<file path="src/rtl/gemm_inst_sequencer.sv">
// gemm_inst_sequencer: turns decoded LD/ST/GEMM/DRAINSYS instructions into
// SRAM bank traffic and controller commands. Owns the per-bank pointers.
module gemm_inst_sequencer #(
   parameter int OPCODE_WIDTH         = 4,
   parameter int BUF_ID_WIDTH         = 2,
   parameter int MEM_LOC_WIDTH        = 10,
   parameter int NUM_ROW              = 8,
   parameter int NUM_COL              = 8,
   parameter int DATA_WIDTH           = 8,
   parameter int ACCU_DATA_WIDTH      = 32,
   parameter int CTRL_WIDTH           = 4,
   parameter int LOG2_SRAM_BANK_DEPTH = 10,
   parameter logic [OPCODE_WIDTH-1:0] opcode_LD       = 4'b0010,
   parameter logic [OPCODE_WIDTH-1:0] opcode_ST       = 4'b0011,
   parameter logic [OPCODE_WIDTH-1:0] opcode_GEMM     = 4'b0100,
   parameter logic [OPCODE_WIDTH-1:0] opcode_DRAINSYS = 4'b0101,
   parameter logic [CTRL_WIDTH-1:0]   CTRL_IDLE       = 0,
   parameter logic [CTRL_WIDTH-1:0]   CTRL_GEMM       = 1,
   parameter logic [CTRL_WIDTH-1:0]   CTRL_DRAIN      = 2
) (
   input  logic                                 clk,
   input  logic                                 rst_n,
   input  logic                                 inst_valid,
   output logic                                 inst_ready,
   input  logic [OPCODE_WIDTH-1:0]              opcode,
   input  logic [BUF_ID_WIDTH-1:0]              buf_id,
   input  logic [MEM_LOC_WIDTH-1:0]             mem_loc,
   output logic                                 ext_rd_en,
   output logic [MEM_LOC_WIDTH-1:0]             ext_rd_addr,
   input  logic [NUM_COL*DATA_WIDTH-1:0]        ext_rd_data,
   output logic                                 ext_wr_en,
   output logic [MEM_LOC_WIDTH-1:0]             ext_wr_addr,
   output logic [NUM_COL*ACCU_DATA_WIDTH-1:0]   ext_wr_data,
   output logic                                 i_top_wr_en,
   output logic [LOG2_SRAM_BANK_DEPTH-1:0]      i_top_wr_addr,
   output logic [NUM_COL*DATA_WIDTH-1:0]        i_top_wr_data,
   output logic                                 i_left_wr_en,
   output logic [LOG2_SRAM_BANK_DEPTH-1:0]      i_left_wr_addr,
   output logic [NUM_ROW*DATA_WIDTH-1:0]        i_left_wr_data,
   output logic                                 i_down_rd_en,
   output logic [LOG2_SRAM_BANK_DEPTH-1:0]      i_down_rd_addr,
   input  logic [NUM_COL*ACCU_DATA_WIDTH-1:0]   down_rd_data,
   output logic [CTRL_WIDTH-1:0]                i_ctrl_state,
   output logic [LOG2_SRAM_BANK_DEPTH-1:0]      i_top_sram_rd_start_addr,
   output logic [LOG2_SRAM_BANK_DEPTH-1:0]      i_top_sram_rd_end_addr,
   output logic [LOG2_SRAM_BANK_DEPTH-1:0]      i_left_sram_rd_start_addr,
   output logic [LOG2_SRAM_BANK_DEPTH-1:0]      i_left_sram_rd_end_addr,
   output logic [LOG2_SRAM_BANK_DEPTH-1:0]      i_down_sram_rd_start_addr,
   output logic [LOG2_SRAM_BANK_DEPTH-1:0]      i_down_sram_rd_end_addr,
   input  logic                                 ctrl_done,
   output logic                                 busy,
   output logic                                 err_illegal
);

   localparam int LW    = LOG2_SRAM_BANK_DEPTH;
   localparam int MW    = MEM_LOC_WIDTH;
   localparam int LEFTW = NUM_ROW*DATA_WIDTH;
   localparam int CNT_W = $clog2(NUM_ROW+1);
   localparam logic [CNT_W-1:0]        CNT_LAST = CNT_W'(NUM_ROW);
   localparam logic [LW-1:0]           ROW_STEP = LW'(NUM_ROW);
   localparam logic [BUF_ID_WIDTH-1:0] BUF_TOP  = BUF_ID_WIDTH'(0);
   localparam logic [BUF_ID_WIDTH-1:0] BUF_LEFT = BUF_ID_WIDTH'(1);
   localparam logic [BUF_ID_WIDTH-1:0] BUF_DOWN = BUF_ID_WIDTH'(2);

   typedef enum logic [2:0] {
      S_IDLE, S_LD_RUN, S_ST_RUN, S_GEMM_WAIT, S_DRAIN_WAIT
   } state_t;

   state_t r_state, w_state_nxt;

   logic [CNT_W-1:0] r_cnt;        // 0..NUM_ROW-1 read phase, 1..NUM_ROW write phase
   logic             r_ld_left;    // LD target: 1=left bank, 0=top bank
   logic [MW-1:0]    r_mem_loc;    // external base (LD/ST) or K (GEMM)
   logic [LW-1:0]    r_top_wr, r_left_wr, r_top_rd, r_left_rd, r_down_drain, r_down_st;
   logic             r_err;
   logic [LW-1:0]    r_top_s, r_top_e, r_left_s, r_left_e, r_down_s, r_down_e;

   logic             w_accept, w_ld_ok, w_st_ok, w_gemm_ok, w_drain_ok, w_nop, w_legal;
   logic             w_last, w_rd_phase, w_wr_phase;
   logic [CNT_W-1:0] w_wr_idx;

   assign w_accept   = inst_valid && (r_state == S_IDLE);
   assign w_ld_ok    = (opcode == opcode_LD) && ((buf_id == BUF_TOP) || (buf_id == BUF_LEFT));
   assign w_st_ok    = (opcode == opcode_ST) && (buf_id == BUF_DOWN);
   assign w_gemm_ok  = (opcode == opcode_GEMM) && (mem_loc != '0);
   assign w_drain_ok = (opcode == opcode_DRAINSYS);
   assign w_nop      = (opcode == '0);
   assign w_legal    = w_ld_ok || w_st_ok || w_gemm_ok || w_drain_ok;
   assign w_last     = (r_cnt == CNT_LAST);
   assign w_rd_phase = (r_cnt < CNT_LAST);
   assign w_wr_phase = (r_cnt != '0);
   assign w_wr_idx   = r_cnt - CNT_W'(1);

   assign inst_ready = (r_state == S_IDLE);
   assign busy       = (r_state != S_IDLE);
   assign err_illegal = r_err;

   assign i_top_sram_rd_start_addr  = r_top_s;
   assign i_top_sram_rd_end_addr    = r_top_e;
   assign i_left_sram_rd_start_addr = r_left_s;
   assign i_left_sram_rd_end_addr   = r_left_e;
   assign i_down_sram_rd_start_addr = r_down_s;
   assign i_down_sram_rd_end_addr   = r_down_e;

   // State register; reset aborts any transfer in flight.
   always_ff @(posedge clk or negedge rst_n) begin
      if (!rst_n) r_state <= S_IDLE;
      else        r_state <= w_state_nxt;
   end

   // Next state plus the per-cycle strobes; idle strobes drive zero addresses/data.
   always_comb begin
      w_state_nxt    = r_state;
      ext_rd_en      = 1'b0;
      ext_rd_addr    = '0;
      ext_wr_en      = 1'b0;
      ext_wr_addr    = '0;
      ext_wr_data    = '0;
      i_top_wr_en    = 1'b0;
      i_top_wr_addr  = '0;
      i_top_wr_data  = '0;
      i_left_wr_en   = 1'b0;
      i_left_wr_addr = '0;
      i_left_wr_data = '0;
      i_down_rd_en   = 1'b0;
      i_down_rd_addr = '0;
      i_ctrl_state   = CTRL_IDLE;
      case (r_state)
         S_IDLE: begin
            if (w_accept) begin
               if (w_ld_ok)         w_state_nxt = S_LD_RUN;
               else if (w_st_ok)    w_state_nxt = S_ST_RUN;
               else if (w_gemm_ok)  w_state_nxt = S_GEMM_WAIT;
               else if (w_drain_ok) w_state_nxt = S_DRAIN_WAIT;
            end
         end
         S_LD_RUN: begin
            if (w_rd_phase) begin
               ext_rd_en   = 1'b1;
               ext_rd_addr = r_mem_loc + MW'(r_cnt);
            end
            // read data lands one cycle later, so the write trails by one index
            if (w_wr_phase) begin
               if (r_ld_left) begin
                  i_left_wr_en   = 1'b1;
                  i_left_wr_addr = r_left_wr + LW'(w_wr_idx);
                  i_left_wr_data = LEFTW'(ext_rd_data);
               end else begin
                  i_top_wr_en    = 1'b1;
                  i_top_wr_addr  = r_top_wr + LW'(w_wr_idx);
                  i_top_wr_data  = ext_rd_data;
               end
            end
            if (w_last) w_state_nxt = S_IDLE;
         end
         S_ST_RUN: begin
            if (w_rd_phase) begin
               i_down_rd_en   = 1'b1;
               i_down_rd_addr = r_down_st + LW'(r_cnt);
            end
            if (w_wr_phase) begin
               ext_wr_en   = 1'b1;
               ext_wr_addr = r_mem_loc + MW'(w_wr_idx);
               ext_wr_data = down_rd_data;
            end
            if (w_last) w_state_nxt = S_IDLE;
         end
         S_GEMM_WAIT: begin
            i_ctrl_state = CTRL_GEMM;
            if (ctrl_done) w_state_nxt = S_IDLE;
         end
         S_DRAIN_WAIT: begin
            i_ctrl_state = CTRL_DRAIN;
            if (ctrl_done) w_state_nxt = S_IDLE;
         end
         default: w_state_nxt = S_IDLE;
      endcase
   end

   // Instruction latch, row counter, bank pointers, controller windows, error pulse.
   always_ff @(posedge clk or negedge rst_n) begin
      if (!rst_n) begin
         r_cnt        <= '0;
         r_ld_left    <= 1'b0;
         r_mem_loc    <= '0;
         r_top_wr     <= '0;
         r_left_wr    <= '0;
         r_top_rd     <= '0;
         r_left_rd    <= '0;
         r_down_drain <= '0;
         r_down_st    <= '0;
         r_err        <= 1'b0;
         r_top_s      <= '0;
         r_top_e      <= '0;
         r_left_s     <= '0;
         r_left_e     <= '0;
         r_down_s     <= '0;
         r_down_e     <= '0;
      end else begin
         r_err <= w_accept && !w_legal && !w_nop;
         if (w_accept && w_legal) begin
            r_cnt     <= '0;
            r_mem_loc <= mem_loc;
            r_ld_left <= (buf_id == BUF_LEFT);
         end else if ((r_state == S_LD_RUN) || (r_state == S_ST_RUN)) begin
            r_cnt <= r_cnt + CNT_W'(1);
         end
         if (w_accept && w_gemm_ok) begin
            r_top_s  <= r_top_rd;
            r_top_e  <= r_top_rd + LW'(mem_loc) - LW'(1);
            r_left_s <= r_left_rd;
            r_left_e <= r_left_rd + LW'(mem_loc) - LW'(1);
         end
         if (w_accept && w_drain_ok) begin
            r_down_s <= r_down_drain;
            r_down_e <= r_down_drain + ROW_STEP - LW'(1);
         end
         if ((r_state == S_LD_RUN) && w_last) begin
            if (r_ld_left) r_left_wr <= r_left_wr + ROW_STEP;
            else           r_top_wr  <= r_top_wr + ROW_STEP;
         end
         if ((r_state == S_ST_RUN) && w_last) r_down_st <= r_down_st + ROW_STEP;
         if ((r_state == S_GEMM_WAIT) && ctrl_done) begin
            r_top_rd  <= r_top_rd + LW'(r_mem_loc);
            r_left_rd <= r_left_rd + LW'(r_mem_loc);
         end
         if ((r_state == S_DRAIN_WAIT) && ctrl_done) r_down_drain <= r_down_drain + ROW_STEP;
      end
   end

endmodule

</file>
<file path="config.mk">
export PLATFORM = sky130hd
export DESIGN_NAME = gemm_inst_sequencer
export DESIGN_NICKNAME = d
export VERILOG_FILES = /design/src/rtl/gemm_inst_sequencer.sv
export SDC_FILE = /design/constraint.sdc
export NUM_CORES = 1
export LEC_CHECK = 0
export CORE_AREA = 5 5 330 332
export CTS_BUF_LIST = sky130_fd_sc_hd__clkbuf_8
export CTS_CLUSTER_DIAMETER = 80
export DETAILED_ROUTE_END_ITERATION = 8
export DIE_AREA = 0 0 335 337
export SKIP_CTS_REPAIR_TIMING = 1
export SYNTH_ARGS = -nofsm -noshare
export SYNTH_HDL_FRONTEND = slang
export SYNTH_SLANG_ARGS = --single-unit
</file>
<file path="constraint.sdc">
create_clock -name clk -period 2.6 [get_ports clk]
set_input_delay 0.39 -clock clk [delete_from_list [all_inputs] [get_ports clk]]
set_output_delay 0.39 -clock clk [all_outputs]
set_load 0.02 [all_outputs]
</file>
==> metrics, run 1 <==
Clock Tree Buf Depth 2; R2R cell count 11; Multi-input gate area about 7500 um2; largest net degree at the start of global routing 69; Crit path top cell by count buf_4; Die Wd 335 um; DP HPWL 77000 um; fillers approximately 12000; Slew headroom 52.6%; # Max-Cap Violations 0; CTS tree built; initial antenna violation count 43; Slew Limit Fails 0; GRT Util Overall approximately 14%; Synth-to-Final Area Change 131%; commonest cells in the netlist 340 x and2_1, 121 x dfrtp_1, 91 x nand2_1, 81 x inv_1, 75 x and3_1; Req. time, crit path 2.21 ns; Routed Antenna Nets 0; Final Cycle Share 121%; Yosys warnings 0; Reg area 3030 um2; Post-synth EDFFs 0; DIE HEIGHT 337 um; H-tree depth 4; port buffer count 840; Clock Latency Late Sink around 0.48 ns; I/O pins 846; DR pass1 iterations 4; Nets about 2700; delay-heaviest family, CP buffers and inverters; dpl ws -0.488 ns; Max VDD drop a little under 0.5 mV; initial core utilization under 10%; Seq/Total Area, Yosys 28.7%; crit path launch type flop; number of synthesized register bits 121; Buf+Inv Stages, Crit Path 6; async set-reset flop share out of synthesis 100%; vias in the first global route 12500; share of post-route cells with drive strength above 1 approximately a third; static leakage 12.0 nW; crit-path max cell delay 0.42 ns; library cells used by synthesis 59; R2R setup slack 0.03 ns; worst clock skew slightly below 0.01 ns; Tmin final 3.14 ns; first-pass GRT wire length about 110000 um; Most used DFF post-synth dfrtp_1; Post-Syn Area approximately 11000 um2; site row count 120; critical path type flop to output pin; failing checks setup timing; setup violators final roughly 430; Core Area about 110000 um2; DRC viols 0; slowest cell on the critical path dfrtp_1; RR Startpoint r_top_rd[4]$_DFFE_PN0P_; area of the die 113000 um2; hold crit path type primary input to async pin; area leader, netlist dfrtp_1; CTS Root Cell clkbuf_8; count leader, synth and2_1; Syn Area/Cell 8.09 um2; Final Hold Viols 0; Crit Reg-Reg Endpoint i_top_sram_rd_end_addr[8]$_DFFE_PN0P_; Fmax 319 MHz; critical-path maximum fanout 4; CP cell instances buf_4 -> ha_1 -> inv_1 -> fa_2 -> inv_1 -> a21o_1 -> a21oi_1 -> buf_4 -> or3_1 -> a21oi_2 -> buf_4 -> buf_12; top-area cell type share of the netlist area 28.7%; Avg WL per Cell approximately 25 um; via/cell ratio 3.58; synth top area cells dfrtp_1 29%, and2_1 20%, ha_1 8.7%; Via Count roughly 13000; status finished, violations left; RSZ-0062 raised after global routing true; initial drt markers 619; power density cells around 600 nW/um2; final RePlAce weighted congestion a little under 0.9; endpoint class of the critical path output pin; Post-Synthesis Cells 1302; final worst slack -0.536 ns; grt total ovfl 0; CTS Buf Count 17; final wirelength 91200 um; clock transition at the registers of the reported paths 0.08 ns; Critical Path AT 2.75 ns; clock sink count 121; Setup TNS Final -95.71 ns; Worst Tran Pin Value approximately 0.71 ns; CP Depth 12
[report_power, final]
group	switching, mW	total (mW)	internal, mW
combinational	4.93	9.78	4.85
sequential	0.564	2.93	2.37
clock	0.923	1.79	0.867
[metal layers]
layer | global-route usage (%) | vias up | wire, um
li1 | - | 6201 | -
met1 | 18.1 | 6304 | 38200
met2 | 24.0 | 552 | 43700
met3 | 5.37 | 97 | 7840
met4 | 2.09 | 48 | 1220
met5 | 0 | - | 293
[sequential cells by signal, summed over array words and instances, names as in the netlist, 3 cells and up]
name                       flops
r_top_rd                      10
r_cnt                          4
r_mem_loc                     10
i_down_sram_rd_end_addr        8
i_left_sram_rd_start_addr     10
r_down_st                      7
r_state                        3
i_left_sram_rd_end_addr       10
i_top_sram_rd_start_addr      10
i_down_sram_rd_start_addr      6
r_left_wr                      7
r_top_wr                       7
i_top_sram_rd_end_addr        10
r_down_drain                   7
r_left_rd                     10
[cells in the final DEF, fill, tap and decap left out, drive strengths merged, types with 19 or more instances in the layout]
cell type and instances:
a21oi 31, and2 340, and3 75, buf 480, clkbuf 80, clkdlybuf4s50 410, dfrtp 121, dlymetal6s2s 66
ha 73, inv 88, mux2 21, nand2 91, nand3 21, nor2 55, nor3 19, o21ai 75
xnor2 51, xor2 31
[worst max path at each step]
stage | start | endpoint | slack (ns)
final | r_cnt[0]$_DFFE_PN0P_ | ext_rd_addr[8] | -0.54
after global routing | r_cnt[0]$_DFFE_PN0P_ | ext_wr_addr[9] | -0.67
after CTS | r_cnt[0]$_DFFE_PN0P_ | i_top_wr_addr[7] | -0.95
after detailed placement | mem_loc[3] | i_top_sram_rd_end_addr[8]$_DFFE_PN0P_ | -0.49
after global placement | mem_loc[3] | i_top_sram_rd_end_addr[8]$_DFFE_PN0P_ | -0.63
after floorplan | r_cnt[0]$_DFFE_PN0P_ | ext_wr_addr[5] | 0.03
[kinds of logic after synthesis]
kind of cell,Yosys count,synth area share [%]
and+or+nand+nor,660,35.8
buffers and inverters,172,6.69
AOI/OAI and AO/OA,161,9.27
DFF,121,28.7
xor gates and xnor gates,82,6.82
adders and majority gates,79,9.81
muxes,26,2.83
other,1,0.0356
[area by class of cell]
type	count	share of cell area (%)
inverters	84	1.38
clock inverters	15	0.683
well taps	1403	7.21
clock buffers	17	0.961
multi-input cells	1013	30.8
diodes	9	0.0925
repair buffers	1020	46.4
flip-flops and latches	121	12.4
repair inverters	1	0.0360
[through the flow]
| step | instance area [um2] | util (%) | power [mW] | std cells | hold WS (ns) |
|---|---|---|---|---|---|
| final | 24400 | 23.0 | 14.5 | 3683 | 0.482 |
| after global routing | 24300 | 23.0 | 15.5 | 3674 | 0.506 |
| after CTS | 22700 | 21.4 | 13.5 | 3608 | -0.0490 |
| after detailed placement | 22300 | 21.0 | 11.7 | 3576 | 0.471 |
| after global placement | 22300 | 21.0 | 11.6 | 3576 | 0.463 |
| after floorplan | 10600 | - | 6.93 | 1306 | 0.0944 |
No activity file was read; power rests on OpenSTA's default activity.
==> run 2: changes to the inputs <==
ABC_CLOCK_PERIOD_IN_PS = 2600   (was not set)
CAP_MARGIN = 20   (was not set)
RECOVER_POWER = 100   (was not set)
==> run 2 against run 1 <==
The flow still finishes with violations (setup timing). Utilization shrank 0.10 points. Hold slack gained 0.0052 ns. Via count grew 0.41%. Total power shrank 1.1%. Wire length is essentially flat. Global-route usage is the same. Cell count is the same. Clock skew grew 0.00079 ns. First-iteration DRC count shrank 11%. Flip-flop and latch count is the same.
==> metrics, run 2 (synthesis gave the netlist of run 1 again) <==
Final Hold Viols 0 (unchanged); RR Startpoint r_top_rd[4]$_DFFE_PN0P_; power density cells 592 nW/um2 (-0.61%); Reg area 3030 um2 (unchanged); Clock Tree Buf Depth 2 (unchanged); H-tree depth 4 (unchanged); DRC viols 0 (unchanged); DR pass1 iterations 6 (+2); Avg WL per Cell 24.8 um (about the same); Die Wd 335 um (unchanged); Core Area 106000 um2 (unchanged); DP HPWL 77000 um (unchanged); Critical Path AT 2.76 ns (about the same); Routed Antenna Nets 0 (unchanged); Max VDD drop 0.475 mV (-4.0%); vias in the first global route 12500 (unchanged); static leakage 12.1 nW (+0.49%); Fmax 318 MHz (-0.28%); endpoint class of the critical path output pin; critical path type flop to output pin; via/cell ratio 3.60 (+0.41%); status finished, violations left; Finished Cell Area 24200 um2 (-0.44%); Slew headroom 15.2% (-37 points); Slew Limit Fails 0 (unchanged); site row count 120 (unchanged); Final Cycle Share 121% (+0.34 points); grt total ovfl 0 (unchanged); clock transition at the registers of the reported paths 0.08 ns (about the same); Crit Reg-Reg Endpoint i_top_sram_rd_end_addr[8]$_DFFE_PN0P_; # Max-Cap Violations 0 (unchanged); clock sink count 121 (unchanged); I/O pins 846 (unchanged); hold path depth 2; largest net degree at the start of global routing 69 (unchanged); final RePlAce weighted congestion 0.880 (unchanged); crit path launch type flop; R2R setup slack 0.07 ns (+0.04 ns); final wirelength 91300 um (about the same); DIE HEIGHT 337 um (unchanged); CTS Root Cell clkbuf_8; CTS Buf Count 17 (unchanged); Synth-to-Final Area Change 130%; hold crit path type flop to flop; failing checks setup timing; Via Count 13300 (+0.41%); initial core utilization 9.94% (unchanged); critical-path maximum fanout 4 (unchanged); Clock Latency Late Sink 0.48 ns (about the same); final hold slack 0.487 ns (+0.00520 ns); Multi-input gate area 7480 um2 (-0.20%); worst clock skew 0.0106 ns (+0.000788 ns); final worst slack -0.545 ns (-0.00878 ns); port buffer count 840 (unchanged); share of post-route cells with drive strength above 1 33.9% (-0.53 points); worst min-delay path startpoint i_top_sram_rd_start_addr[9]$_DFFE_PN0P_; post-place instance area 22300 um2 (unchanged); RSZ-0062 raised after global routing true; GRT Util Overall 14.4% (unchanged); CTS tree built; commonest non-fill, non-tap cell in the layout clkdlybuf4s50_1; Worst Tran Pin Value 1.27 ns (+0.567 ns); initial antenna violation count 43 (unchanged); Req. time, crit path 2.21 ns (about the same); fillers 11700 (+0.21%); first-pass GRT wire length 113000 um (unchanged); initial drt markers 548 (-11%); R2R cell count 11 (unchanged); Nets 2677 (unchanged); setup violators final 444 (+4.2%); most frequent cells in the layout 352 x clkdlybuf4s50_1, 236 x and2_1, 198 x buf_4; WHS Endpoint i_top_sram_rd_start_addr[9]$_DFFE_PN0P_; Tmin final 3.15 ns (+0.00879 ns); area of the die 113000 um2 (unchanged)
[run 2: cell count changes in the layout (fill, tap and decap cells not counted), moves of 2 or more]
cell             before  now
clkdlybuf4s50_1     410  352
dlygate4sd3_1         1   59
buf_4               209  198
clkbuf_1              0    8
buf_12              129  125
clkbuf_2             44   48
and2_0                0    2
and2_1              238  236
clkbuf_4              3    5
nor4_1                2    4
nor4_2                2    0
[run 2: metrics by stage]
stage | setup TNS [ns] | total power [mW] | utilization, % | cells | setup WS [ns]
finish | -100.56 | 14.3 | 22.9 | 3683 | -0.545
global route | -157.02 | 15.3 | 22.9 | 3674 | -0.670
CTS | -267.11 | 13.5 | 21.4 | 3608 | -0.954
detailed placement | -52.29 | 11.7 | 21.0 | 3576 | -0.488
global placement | -45.93 | 11.6 | 21.0 | 3576 | -0.635
floorplan | 0 | 6.93 | - | 1306 | 0.0323
[run 2: worst max path at each step]
stage | from | to | slack, ns | depth (start not counted)
floorplan | r_cnt[0]$_DFFE_PN0P_ | ext_wr_addr[5] | 0.03 | 10
global placement | mem_loc[3] | i_top_sram_rd_end_addr[8]$_DFFE_PN0P_ | -0.63 | 12
detailed placement | mem_loc[3] | i_top_sram_rd_end_addr[8]$_DFFE_PN0P_ | -0.49 | 12
CTS | r_cnt[0]$_DFFE_PN0P_ | i_top_wr_addr[7] | -0.95 | 9
global route | r_cnt[0]$_DFFE_PN0P_ | ext_wr_addr[9] | -0.67 | 11
finish | r_cnt[0]$_DFFE_PN0P_ | ext_rd_addr[8] | -0.55 | 12
[run 2: final cells by class]
cell class	instances	area share (%)
sequential	121	12.5
timing repair inverter	1	0.0361
multi-input combinational	1013	30.9
timing repair buffer	1020	46.2
inverter	84	1.38
clock inverter	15	0.686
clock buffer	17	0.965
tap	1403	7.24
antenna	9	0.0929
[run 2: power by group]
group	total (mW)	switching [mW]	internal (mW)
Combinational	9.64	4.92	4.71
Sequential	2.92	0.552	2.37
Clock	1.80	0.929	0.867
[run 2: routing by layer]
metal / share of wire, % / track usage [%] / vias up
li1: - / - / 6201
met1: 42 / 18.1 / 6364
met2: 48 / 24.0 / 549
met3: 8.7 / 5.37 / 94
met4: 1.3 / 2.09 / 48
met5: 0.32 / 0 / -
[run 2: worst max-delay path, stage by stage (launching register included)]
cell	delay, ns
dfrtp_1	0.42
buf_4	0.13
ha_1	0.15
inv_1	0.05
fa_2	0.33
inv_1	0.06
a21o_1	0.10
a21oi_1	0.07
buf_4	0.18
or3_1	0.37
a21oi_2	0.15
buf_4	0.14
buf_12	0.10
==> run 3: changes to the inputs <==
ABC_CLOCK_PERIOD_IN_PS = not set   (was 2600)
CTS_BUF_LIST = sky130_fd_sc_hd__clkbuf_2   (was sky130_fd_sc_hd__clkbuf_8)
==> run 3 against run 2 <==
The run still ends with setup timing left. Cell count is 0.30% lower. Hold slack worse by 0.16 ns. Maximum frequency shrank 9.1%. Flip-flop and latch count is the same. Worst setup slack worse by 0.32 ns. First-iteration DRC count is 9.3% higher. Sequential share of layout area hardly changed. Utilization hardly changed. Via count is 1.5% lower. Wire length shrank 0.77%. Count of clock-buffer cells in the layout did not move. Critical endpoint is now ext_wr_addr[6].
==> metrics, run 3 (synthesis gave the netlist of run 1 again) <==
status finished, violations left; failing checks setup timing; # Max-Cap Violations 0 (unchanged); Tmin final 3.46 ns (+0.316 ns); DP HPWL 77000 um (unchanged); Critical Path AT 3.07 ns (+0.31 ns); vias in the first global route 12500 (+0.024%); Avg WL per Cell 24.7 um (-0.47%); Via Count 13100 (-1.5%); grt total ovfl 0 (unchanged); Fmax 289 MHz (-9.1%); final RePlAce weighted congestion 0.880 (unchanged); crit path launch type flop; critical path type flop to output pin; final wirelength 90600 um (-0.77%); initial core utilization 9.94% (unchanged); Clock Latency Late Sink 0.76 ns (+0.28 ns); worst clock skew 0.0254 ns (+0.0148 ns); site row count 120 (unchanged); Final Hold Viols 0 (unchanged); static leakage 11.9 nW (-1.2%); initial antenna violation count 42 (-2.3%); via/cell ratio 3.56 (-1.2%); Final Cycle Share 133% (+12 points); final worst slack -0.861 ns (-0.316 ns); CTS Buf Count 17 (unchanged); DR pass1 iterations 6 (unchanged); power density cells 578 nW/um2 (-2.4%); Worst Tran Pin Value 1.27 ns (-0.00656 ns); CTS Root Cell clkbuf_2; clock transition at the registers of the reported paths 0.20 ns (+0.12 ns); Nets 2660 (-0.64%); Core Area 106000 um2 (unchanged); DIE HEIGHT 337 um (unchanged); Slew Limit Fails 0 (unchanged); area of the die 113000 um2 (unchanged); commonest non-fill, non-tap cell in the layout clkdlybuf4s50_1; Die Wd 335 um (unchanged); endpoint class of the critical path output pin; I/O pins 846 (unchanged); hold crit path type primary input to flop; largest net degree at the start of global routing 69 (unchanged); clock sink count 121 (unchanged); port buffer count 840 (unchanged); Req. time, crit path 2.21 ns (about the same); Clock Tree Buf Depth 2 (unchanged); H-tree depth 4 (unchanged); critical-path maximum fanout 5 (+1); Routed Antenna Nets 0 (unchanged); Setup TNS Final -232.04 ns (-131.47 ns); Max VDD drop 0.494 mV (+4.0%); share of post-route cells with drive strength above 1 35.3% (+1.4 points); most frequent cells in the layout 409 x clkdlybuf4s50_1, 198 x and2_1, 164 x buf_4; DRC viols 0 (unchanged); first-pass GRT wire length 113000 um (+0.16%); setup violators final 443 (-0.23%); RSZ-0062 raised after global routing true; GRT Util Overall 14.4% (about the same); Slew headroom 15.6% (+0.44 points); Synth-to-Final Area Change 130%; CTS tree built; final hold slack 0.327 ns (-0.160 ns); initial drt markers 599 (+9.3%)
run 3: area by class of cell:
cell class / count / area (um2)
clock inverter: 15 / 166
sequential: 121 / 3030
multi-input combinational: 1013 / 7570
timing repair buffer: 1004 / 11200
inverter: 84 / 330
tap: 1403 / 1760
clock buffer: 17 / 85.1
fill: 11600 / 81800
antenna: 15 / 37.5
run 3: worst paths after layout:
kind                                           from                                    end  slack [ns]  depth (start not counted)
max reg2reg                 r_top_rd[4]$_DFFE_PN0P_  i_top_sram_rd_end_addr[8]$_DFFE_PN0P_        0.01                         11
max in group asynchronous                     rst_n                r_top_rd[2]$_DFFE_PN0P_        0.47                          3
min reg2reg                r_down_st[9]$_DFFE_PN0P_               r_down_st[9]$_DFFE_PN0P_        0.51                          1
max                            r_cnt[0]$_DFFE_PN0P_                         ext_wr_addr[6]       -0.86                         11
min in group asynchronous                     rst_n               r_down_st[8]$_DFFE_PN0P_        0.39                          2
min                                       buf_id[0]                  r_ld_left$_DFFE_PN0P_        0.33                          3
run 3: power breakdown:
group          switching, mW  internal (mW)
combinational           4.88           4.85
sequential             0.563           2.36
clock                  0.872          0.460
total                   6.31           7.67
run 3: through the flow:
step | worst slack [ns] | instances | utilization, % | power (mW) | area (um2)
4_1_cts | -1.31 | 3608 | 21.3 | 13.1 | 22600
5_1_grt | -1.02 | 3657 | 22.8 | 15.0 | 24200
3_5_place_dp | -0.488 | 3576 | 21.0 | 11.7 | 22300
3_3_place_gp | -0.635 | 3576 | 21.0 | 11.6 | 22300
2_1_floorplan | 0.0323 | 1306 | - | 6.93 | 10600
6_report | -0.861 | 3672 | 22.8 | 14.0 | 24200
run 3: worst max-delay path, stage by stage (launching register included):
cell,delay [ns]
dfrtp_1,0.47
inv_2,0.11
ha_4,0.19
xnor2_4,0.17
inv_2,0.07
ha_4,0.28
and3_4,0.17
a211oi_2,0.04
buf_6,0.14
or3_4,0.38
a21oi_4,0.16
buf_12,0.13
run 3: metal layers:
metal	wire [um]	up-vias	part of all wire [%]	GRT usage, %
li1	-	6164	-	-
met1	38000	6267	42	18.0
met2	43500	506	48	24.1
met3	7630	82	8.4	5.41
met4	1290	38	1.4	2.14
met5	235	-	0.26	0
